### src/rtl/wr_fifo_burst_arbiter_if.sv
// Bundle between the per-channel write FIFOs, the arbiter and the DDR write master.
// No latency: plain wires grouped for port connection.
// Backpressure travels on m_awready / m_wready, and on ch_rd_vld for FIFO starvation.
interface wr_fifo_burst_arbiter_if #(
  parameter int N_CH = 4,
  parameter int DW   = 32,
  parameter int AW   = 28
);
  logic [N_CH*DW-1:0] ch_rd_data;
  logic [N_CH-1:0]    ch_rd_vld;
  logic [N_CH-1:0]    ch_rd_en;
  logic [N_CH*AW-1:0] ch_base_addr;
  logic [N_CH-1:0]    ch_addr_rst;
  logic [AW-1:0]      m_awaddr;
  logic [7:0]         m_awlen;
  logic               m_awvalid;
  logic               m_awready;
  logic [DW-1:0]      m_wdata;
  logic               m_wvalid;
  logic               m_wready;
  logic               m_wlast;

  // Arbiter side
  modport master (
    input  ch_rd_data, ch_rd_vld, ch_base_addr, ch_addr_rst, m_awready, m_wready,
    output ch_rd_en, m_awaddr, m_awlen, m_awvalid, m_wdata, m_wvalid, m_wlast
  );

  // FIFO / write-master side
  modport slave (
    output ch_rd_data, ch_rd_vld, ch_base_addr, ch_addr_rst, m_awready, m_wready,
    input  ch_rd_en, m_awaddr, m_awlen, m_awvalid, m_wdata, m_wvalid, m_wlast
  );
endinterface

### src/rtl/wr_fifo_burst_arbiter.sv
// Round-robin arbiter draining fixed-length bursts from N_CH FIFOs onto one AW/W write port.
// Latency: a request seen in IDLE gives m_awvalid on the next cycle; W beats pass through combinationally.
// Backpressure: m_wready feeds straight through to the granted FIFO pop. A starving FIFO only inserts gaps; a burst is never aborted.
module wr_fifo_burst_arbiter #(
  parameter int N_CH        = 4,
  parameter int DW          = 32,
  parameter int AW          = 28,
  parameter int BURST_LEN   = 16,
  parameter int FRAME_BEATS = 262144
) (
  input  logic                   rd_clk,
  input  logic                   rd_rst,
  wr_fifo_burst_arbiter_if.master bus,
  output logic [2:0]             grant_id,
  output logic                   busy
);
  localparam int CH_W  = (N_CH > 1) ? $clog2(N_CH) : 1;
  localparam int BSH   = $clog2(DW / 8);
  localparam int OFF_W = (FRAME_BEATS > 1) ? $clog2(FRAME_BEATS) : 1;
  localparam logic [7:0] LAST_BEAT = 8'(BURST_LEN - 1);

  typedef enum logic [1:0] {IDLE = 2'd0, ADDR = 2'd1, DATA = 2'd2} state_t;

  state_t          state;
  logic [CH_W-1:0] g_q;
  logic [CH_W-1:0] win;
  logic [CH_W-1:0] cand;
  logic            win_found;
  logic [OFF_W-1:0] offset [N_CH];
  logic [N_CH-1:0] pend;
  logic [7:0]      beat_cnt;
  logic [AW-1:0]   awaddr_q;
  logic            awvalid_q;
  logic [DW-1:0]   ch_data [N_CH];
  logic [AW-1:0]   ch_base [N_CH];
  logic [OFF_W-1:0] win_off;
  logic [OFF_W-1:0] off_nxt;
  logic [AW-1:0]   awaddr_nxt;
  logic            beat_fire;
  logic            last_beat;
  logic [N_CH-1:0] rd_en;

  for (genvar i = 0; i < N_CH; i++) begin : g_unpack
    assign ch_data[i] = bus.ch_rd_data[i*DW +: DW];
    assign ch_base[i] = bus.ch_base_addr[i*AW +: AW];
  end

  // Round-robin search starting one past the last granted channel
  always_comb begin
    win       = g_q;
    win_found = 1'b0;
    cand      = g_q;
    for (int k = 1; k <= N_CH; k++) begin
      cand = CH_W'((int'(g_q) + k) % N_CH);
      if (!win_found && bus.ch_rd_vld[cand]) begin
        win_found = 1'b1;
        win       = cand;
      end
    end
  end

  // A restart pulse arriving on the grant edge already counts: the winner starts at its base
  assign win_off    = bus.ch_addr_rst[win] ? '0 : offset[win];
  assign awaddr_nxt = ch_base[win] + (AW'(win_off) << BSH);
  assign off_nxt    = (int'(offset[g_q]) + BURST_LEN == FRAME_BEATS) ? '0
                                                                      : offset[g_q] + OFF_W'(BURST_LEN);

  assign beat_fire = (state == DATA) && bus.ch_rd_vld[g_q] && bus.m_wready;
  assign last_beat = (state == DATA) && (beat_cnt == LAST_BEAT);

  // Only the granted channel is popped, and only while the write master is ready
  always_comb begin
    rd_en = '0;
    if (state == DATA) rd_en[g_q] = bus.m_wready;
  end

  assign bus.ch_rd_en  = rd_en;
  assign bus.m_wvalid  = (state == DATA) && bus.ch_rd_vld[g_q];
  assign bus.m_wdata   = (state == DATA) ? ch_data[g_q] : '0;
  assign bus.m_wlast   = last_beat;
  assign bus.m_awaddr  = awaddr_q;
  assign bus.m_awvalid = awvalid_q;
  assign bus.m_awlen   = LAST_BEAT;
  assign grant_id      = 3'(g_q);
  assign busy          = (state != IDLE);

  // Arbitration FSM with per-channel frame offsets and deferred restarts
  always_ff @(posedge rd_clk or posedge rd_rst) begin
    if (rd_rst) begin
      state     <= IDLE;
      g_q       <= CH_W'(N_CH - 1);
      awaddr_q  <= '0;
      awvalid_q <= 1'b0;
      beat_cnt  <= '0;
      pend      <= '0;
      for (int i = 0; i < N_CH; i++) offset[i] <= '0;
    end else begin
      // Restart requests: immediate for idle channels, deferred for the one mid-burst
      for (int i = 0; i < N_CH; i++) begin
        if (bus.ch_addr_rst[i]) begin
          if (state != IDLE && CH_W'(i) == g_q) pend[i] <= 1'b1;
          else                                  offset[i] <= '0;
        end
      end
      case (state)
        IDLE: begin
          if (win_found) begin
            state     <= ADDR;
            g_q       <= win;
            awaddr_q  <= awaddr_nxt;
            awvalid_q <= 1'b1;
          end
        end
        ADDR: begin
          if (bus.m_awready) begin
            awvalid_q <= 1'b0;
            beat_cnt  <= '0;
            state     <= DATA;
          end
        end
        DATA: begin
          if (beat_fire) begin
            if (last_beat) begin
              state       <= IDLE;
              offset[g_q] <= (pend[g_q] || bus.ch_addr_rst[g_q]) ? '0 : off_nxt;
              pend[g_q]   <= 1'b0;
            end else begin
              beat_cnt <= beat_cnt + 8'd1;
            end
          end
        end
        default: state <= IDLE;
      endcase
    end
  end
endmodule

### src/flat_wrapper.sv
// flat-port wrapper written by rule: the top's interface ports become plain ports
module wr_fifo_burst_arbiter_flat 
#(
  parameter int N_CH        = 4,
  parameter int DW          = 32,
  parameter int AW          = 28,
  parameter int BURST_LEN   = 16,
  parameter int FRAME_BEATS = 262144
)
  (rd_clk, rd_rst, grant_id, busy, bus_ch_rd_data, bus_ch_rd_vld, bus_ch_base_addr, bus_ch_addr_rst, bus_m_awready, bus_m_wready, bus_ch_rd_en, bus_m_awaddr, bus_m_awlen, bus_m_awvalid, bus_m_wdata, bus_m_wvalid, bus_m_wlast);
  wr_fifo_burst_arbiter_if #(.N_CH(N_CH), .DW(DW), .AW(AW)) bus_i ();
  input  logic rd_clk;
  input  logic rd_rst;
  output logic [2:0] grant_id;
  output logic busy;
  input wire logic [$bits(bus_i.ch_rd_data)-1:0] bus_ch_rd_data;
  input wire logic [$bits(bus_i.ch_rd_vld)-1:0] bus_ch_rd_vld;
  input wire logic [$bits(bus_i.ch_base_addr)-1:0] bus_ch_base_addr;
  input wire logic [$bits(bus_i.ch_addr_rst)-1:0] bus_ch_addr_rst;
  input wire logic [$bits(bus_i.m_awready)-1:0] bus_m_awready;
  input wire logic [$bits(bus_i.m_wready)-1:0] bus_m_wready;
  output wire logic [$bits(bus_i.ch_rd_en)-1:0] bus_ch_rd_en;
  output wire logic [$bits(bus_i.m_awaddr)-1:0] bus_m_awaddr;
  output wire logic [$bits(bus_i.m_awlen)-1:0] bus_m_awlen;
  output wire logic [$bits(bus_i.m_awvalid)-1:0] bus_m_awvalid;
  output wire logic [$bits(bus_i.m_wdata)-1:0] bus_m_wdata;
  output wire logic [$bits(bus_i.m_wvalid)-1:0] bus_m_wvalid;
  output wire logic [$bits(bus_i.m_wlast)-1:0] bus_m_wlast;
  assign bus_i.ch_rd_data = bus_ch_rd_data;
  assign bus_i.ch_rd_vld = bus_ch_rd_vld;
  assign bus_i.ch_base_addr = bus_ch_base_addr;
  assign bus_i.ch_addr_rst = bus_ch_addr_rst;
  assign bus_i.m_awready = bus_m_awready;
  assign bus_i.m_wready = bus_m_wready;
  assign bus_ch_rd_en = bus_i.ch_rd_en;
  assign bus_m_awaddr = bus_i.m_awaddr;
  assign bus_m_awlen = bus_i.m_awlen;
  assign bus_m_awvalid = bus_i.m_awvalid;
  assign bus_m_wdata = bus_i.m_wdata;
  assign bus_m_wvalid = bus_i.m_wvalid;
  assign bus_m_wlast = bus_i.m_wlast;
  wr_fifo_burst_arbiter #(.N_CH(N_CH), .DW(DW), .AW(AW), .BURST_LEN(BURST_LEN), .FRAME_BEATS(FRAME_BEATS)) u_core (.rd_clk(rd_clk), .rd_rst(rd_rst), .bus(bus_i), .grant_id(grant_id), .busy(busy));
endmodule
### config.mk
export PLATFORM = sky130hd
export DESIGN_NAME = wr_fifo_burst_arbiter_flat
export DESIGN_NICKNAME = d
export VERILOG_FILES = /design/src/rtl/wr_fifo_burst_arbiter_if.sv /design/src/rtl/wr_fifo_burst_arbiter.sv /design/src/flat_wrapper.sv
export SDC_FILE = /design/constraint.sdc
export NUM_CORES = 1
export LEC_CHECK = 0
export ABC_AREA = 0
export CORE_MARGIN = 10
export CORE_UTILIZATION = 50
export CTS_CLUSTER_SIZE = 20
export DETAILED_ROUTE_END_ITERATION = 16
export DONT_BUFFER_PORTS = 1
export GPL_TIMING_DRIVEN = 1
export PLACE_DENSITY = 0.64
export SKIP_LAST_GASP = 1
export SYNTH_ARGS = -nofsm -noshare
export SYNTH_HDL_FRONTEND = slang
export SYNTH_SLANG_ARGS = --single-unit
### constraint.sdc
create_clock -name rd_clk -period 6.73 [get_ports rd_clk]
set_input_delay 1.346 -clock rd_clk [delete_from_list [all_inputs] [get_ports rd_clk]]
set_output_delay 1.346 -clock rd_clk [all_outputs]
set_load 0.03 [all_outputs]
==> metrics.txt <==
most frequent cells in the layout=223 x nand2_1, 115 x dfrtp_1, 92 x nand3_1, 81 x o21ai_0, 78 x and2_1; Post-synth EDFFs=0; clock transition at the registers of the reported paths=0.06 ns; Rows=49; Worst-Skew Late Latency=0.42 ns; share of flip-flops with an asynchronous set or reset=100%; router iterations before antenna repair=5; Detailed Route WL=31.3 mm; largest net degree at the start of global routing=just over 60; Max-slew headroom=a little under a quarter; status=finished, final reports clean; Power, Total=~5.8 mW; Avg Cell Area, Syn=8.65 µm²; vias=8072; Die Width=155 µm; CP max stage delay=0.92 ns; Reg2Reg Depth=18; routed length on met2=14.8 mm; vias in the first global route=7797; CP Data Required Time=between 7 and 8 ns; WL met1=12.1 mm; Post-Syn Area=between 0.009 and 0.01 mm²; Final TNS setup=0 ns; wire length of the first global-routing pass=47.1 mm; clock sinks=roughly 120; # DRC=0; final setup margin=1.11 ns; core area=0.0180 mm²; PD cells=~590 mW/mm²; Routed Antenna Nets=0; pre-CTS WS=0.984 ns; Peak VDD IR=0.362 mV; sequential area share after synthesis=32.0%; met3 routed wirelength=3.99 mm; most common cell after layout, fill and taps aside=nand2_1; Clk Tree Root Cell=clkbuf_16; post-CTS setup buffers=0; Final HPWL DP=23.8 mm; minimum clock period=between 5 and 6 ns; Crit Path Max Fanout=35; Final Cell Area=approximately 0.0098 mm²; Hold Crit Class=flop to flop; GPL Wtd Cong=0.908; ys flop type=dfrtp_1; H-tree depth=4; Total GRT Usage=25.1%; ant diodes=0; synth-to-layout area growth=6.33%; leak pwr=3.98 nW; nets=about 1300; # IOs=around 330; die footprint=between 0.02 and 0.025 mm²; Worst Tran Pin Value=1.14 ns; initial core utilization=50.9%; vias per cell=6.43; CTS tree=done; worst hold path depth=2; top routing layer used=met4; WL/cell=24.9 µm; Final Hold Fails=0; Resized cells post-CTS=0; Slew Viols, Final=0; initial antenna violation count=0; CTS Hold Bufs=0; grt ovf=0; share of cells above drive strength 1=between 10% and 20%; CTS buffer count=17; CP arrival=5.91 ns; area post-placement=0.00918 mm²; RSZ-0062 raised after global routing=no; fmax=0.178 GHz; final period utilization=between 80% and 90%; Max Clock Skew=0.00984 ns; Max Cap Viol=0; initial DRC count=between 700 and 800; Syn Inst Count=1060; Synth Warn #=0; Setup CP Type=flop to flop; FF+latch count, synth=around 120; Startpoint Class=flop; Final Setup Violations=0; Die Y=155 µm; critical-path cell list=inv_1 -> ha_1 -> o31ai_2 -> o21ai_4 -> buf_4 -> and2_1 -> a211oi_1 -> a311oi_1 -> ha_1 -> a21oi_1 -> o21ai_0 -> or3_1 -> o21ai_1 -> nor2_1 -> a2111oi_2 -> nor3_1 -> xor2_1 -> o21ai_1; port bufs=0; Max clock buf depth=2; synth unique cells=63; Crit. End Element=flop; slowest CP cell=dfstp_4
## power breakdown
group | internal (mW) | total (mW) | switching, mW
Sequential | 0.840 | 1.16 | 0.325
Clock | 0.561 | 0.890 | 0.329
Combinational | 1.40 | 3.71 | 2.31
Total | 2.81 | 5.77 | 2.96
## sequential cells by signal, indices dropped and copies added (netlist names)
register	count
u_core.beat_cnt	8
u_core.offset	72
u_core.bus.m_awvalid	1
u_core.state	2
u_core.pend	4
u_core.g_q	2
u_core.bus.m_awaddr	28
## path summary, 6_finish.rpt
check | start | endpoint | slack (ns)
setup / recovery | u_core.g_q[0] | u_core.bus.m_awaddr[25] | 1.11
hold / removal | u_core.pend[3] | u_core.pend[3] | 0.50
setup reg to reg | u_core.g_q[0] | u_core.bus.m_awaddr[25] | 1.11
hold reg to reg | u_core.pend[3] | u_core.pend[3] | 0.50
max in group asynchronous | rd_rst | u_core.offset[38] | 4.57
min in group asynchronous | rd_rst | u_core.bus.m_awvalid | 0.92
## area by class of cell
class / count / area (µm²)
fillers: 1612 / 8270
multi-input cells: 855 / 5820
flip-flops and latches: 117 / 2930
clock buffers: 23 / 468
well taps: 229 / 287
repair buffers: 14 / 105
clock inverters: 9 / 103
inverters: 9 / 36.3
## per-layer routing
layer / global-route usage [%] / vias to the layer above
li1: - / 3718
met1: 31.4 / 3877
met2: 39.5 / 432
met3: 10.4 / 45
met4: 5.57 / 0
met5: 0 / -
## per-stage QoR
stage / hold WS [ns] / util [%] / std cells
CTS: 0.501 / 54.1 / 1256
global route: 0.545 / 54.1 / 1256
finish: 0.497 / 54.1 / 1256
floorplan: 0.460 / - / 1067
global placement: 0.475 / 50.9 / 1224
detailed placement: 0.488 / 50.9 / 1224
## Yosys cell counts, drive strengths merged, types with 3 or more instances
master / n / share of area [%]
and2: 80 / 5.5
dfrtp: 115 / 31
nand4: 3 / 0.20
nor2: 38 / 1.6
nand3: 92 / 5.0
nor2b: 4 / 0.27
nor3: 7 / 0.38
o21ai: 87 / 4.9
and3: 9 / 0.61
ha: 25 / 3.4
o31ai: 8 / 0.86
nand2: 223 / 9.1
nand2b: 12 / 0.82
a211oi: 44 / 3.6
a311oi: 20 / 1.9
buf: 48 / 3.1
o21bai: 3 / 0.25
inv: 9 / 0.37
mux2i: 7 / 0.76
clkbuf: 38 / 1.6
mux2: 6 / 0.74
a31o: 3 / 0.29
mux4: 51 / 13
a21oi: 20 / 1.1
o21a: 6 / 0.49
or2: 3 / 0.20
xor2: 20 / 1.9
xnor2: 17 / 1.6
a21o: 5 / 0.41
a31oi: 26 / 1.8
o211ai: 3 / 0.25
## cell families after synthesis
logic type               share of synthesized area [%]
AO/OA/AOI/OAI                                     17.0
adder cells (fa/ha/maj)                           3.63
other                                           0.0819
flip-flops                                        32.0
buffers and inverters                             5.01
XOR/XNOR                                          3.53
multiplexers                                      14.0
AND/OR/NAND/NOR                                   24.8
## worst max-delay path, delay by kind of cell, from the launching register on
family                   cells  cell delay (ns)
AO/OA/AOI/OAI                9             2.33
XOR/XNOR                     1             0.16
adder cells (fa/ha/maj)      2             0.73
buffers and inverters        2             0.60
flip-flops                   1             0.92
AND/OR/NAND/NOR              4             0.74
(Power assumes the default switching activity.)
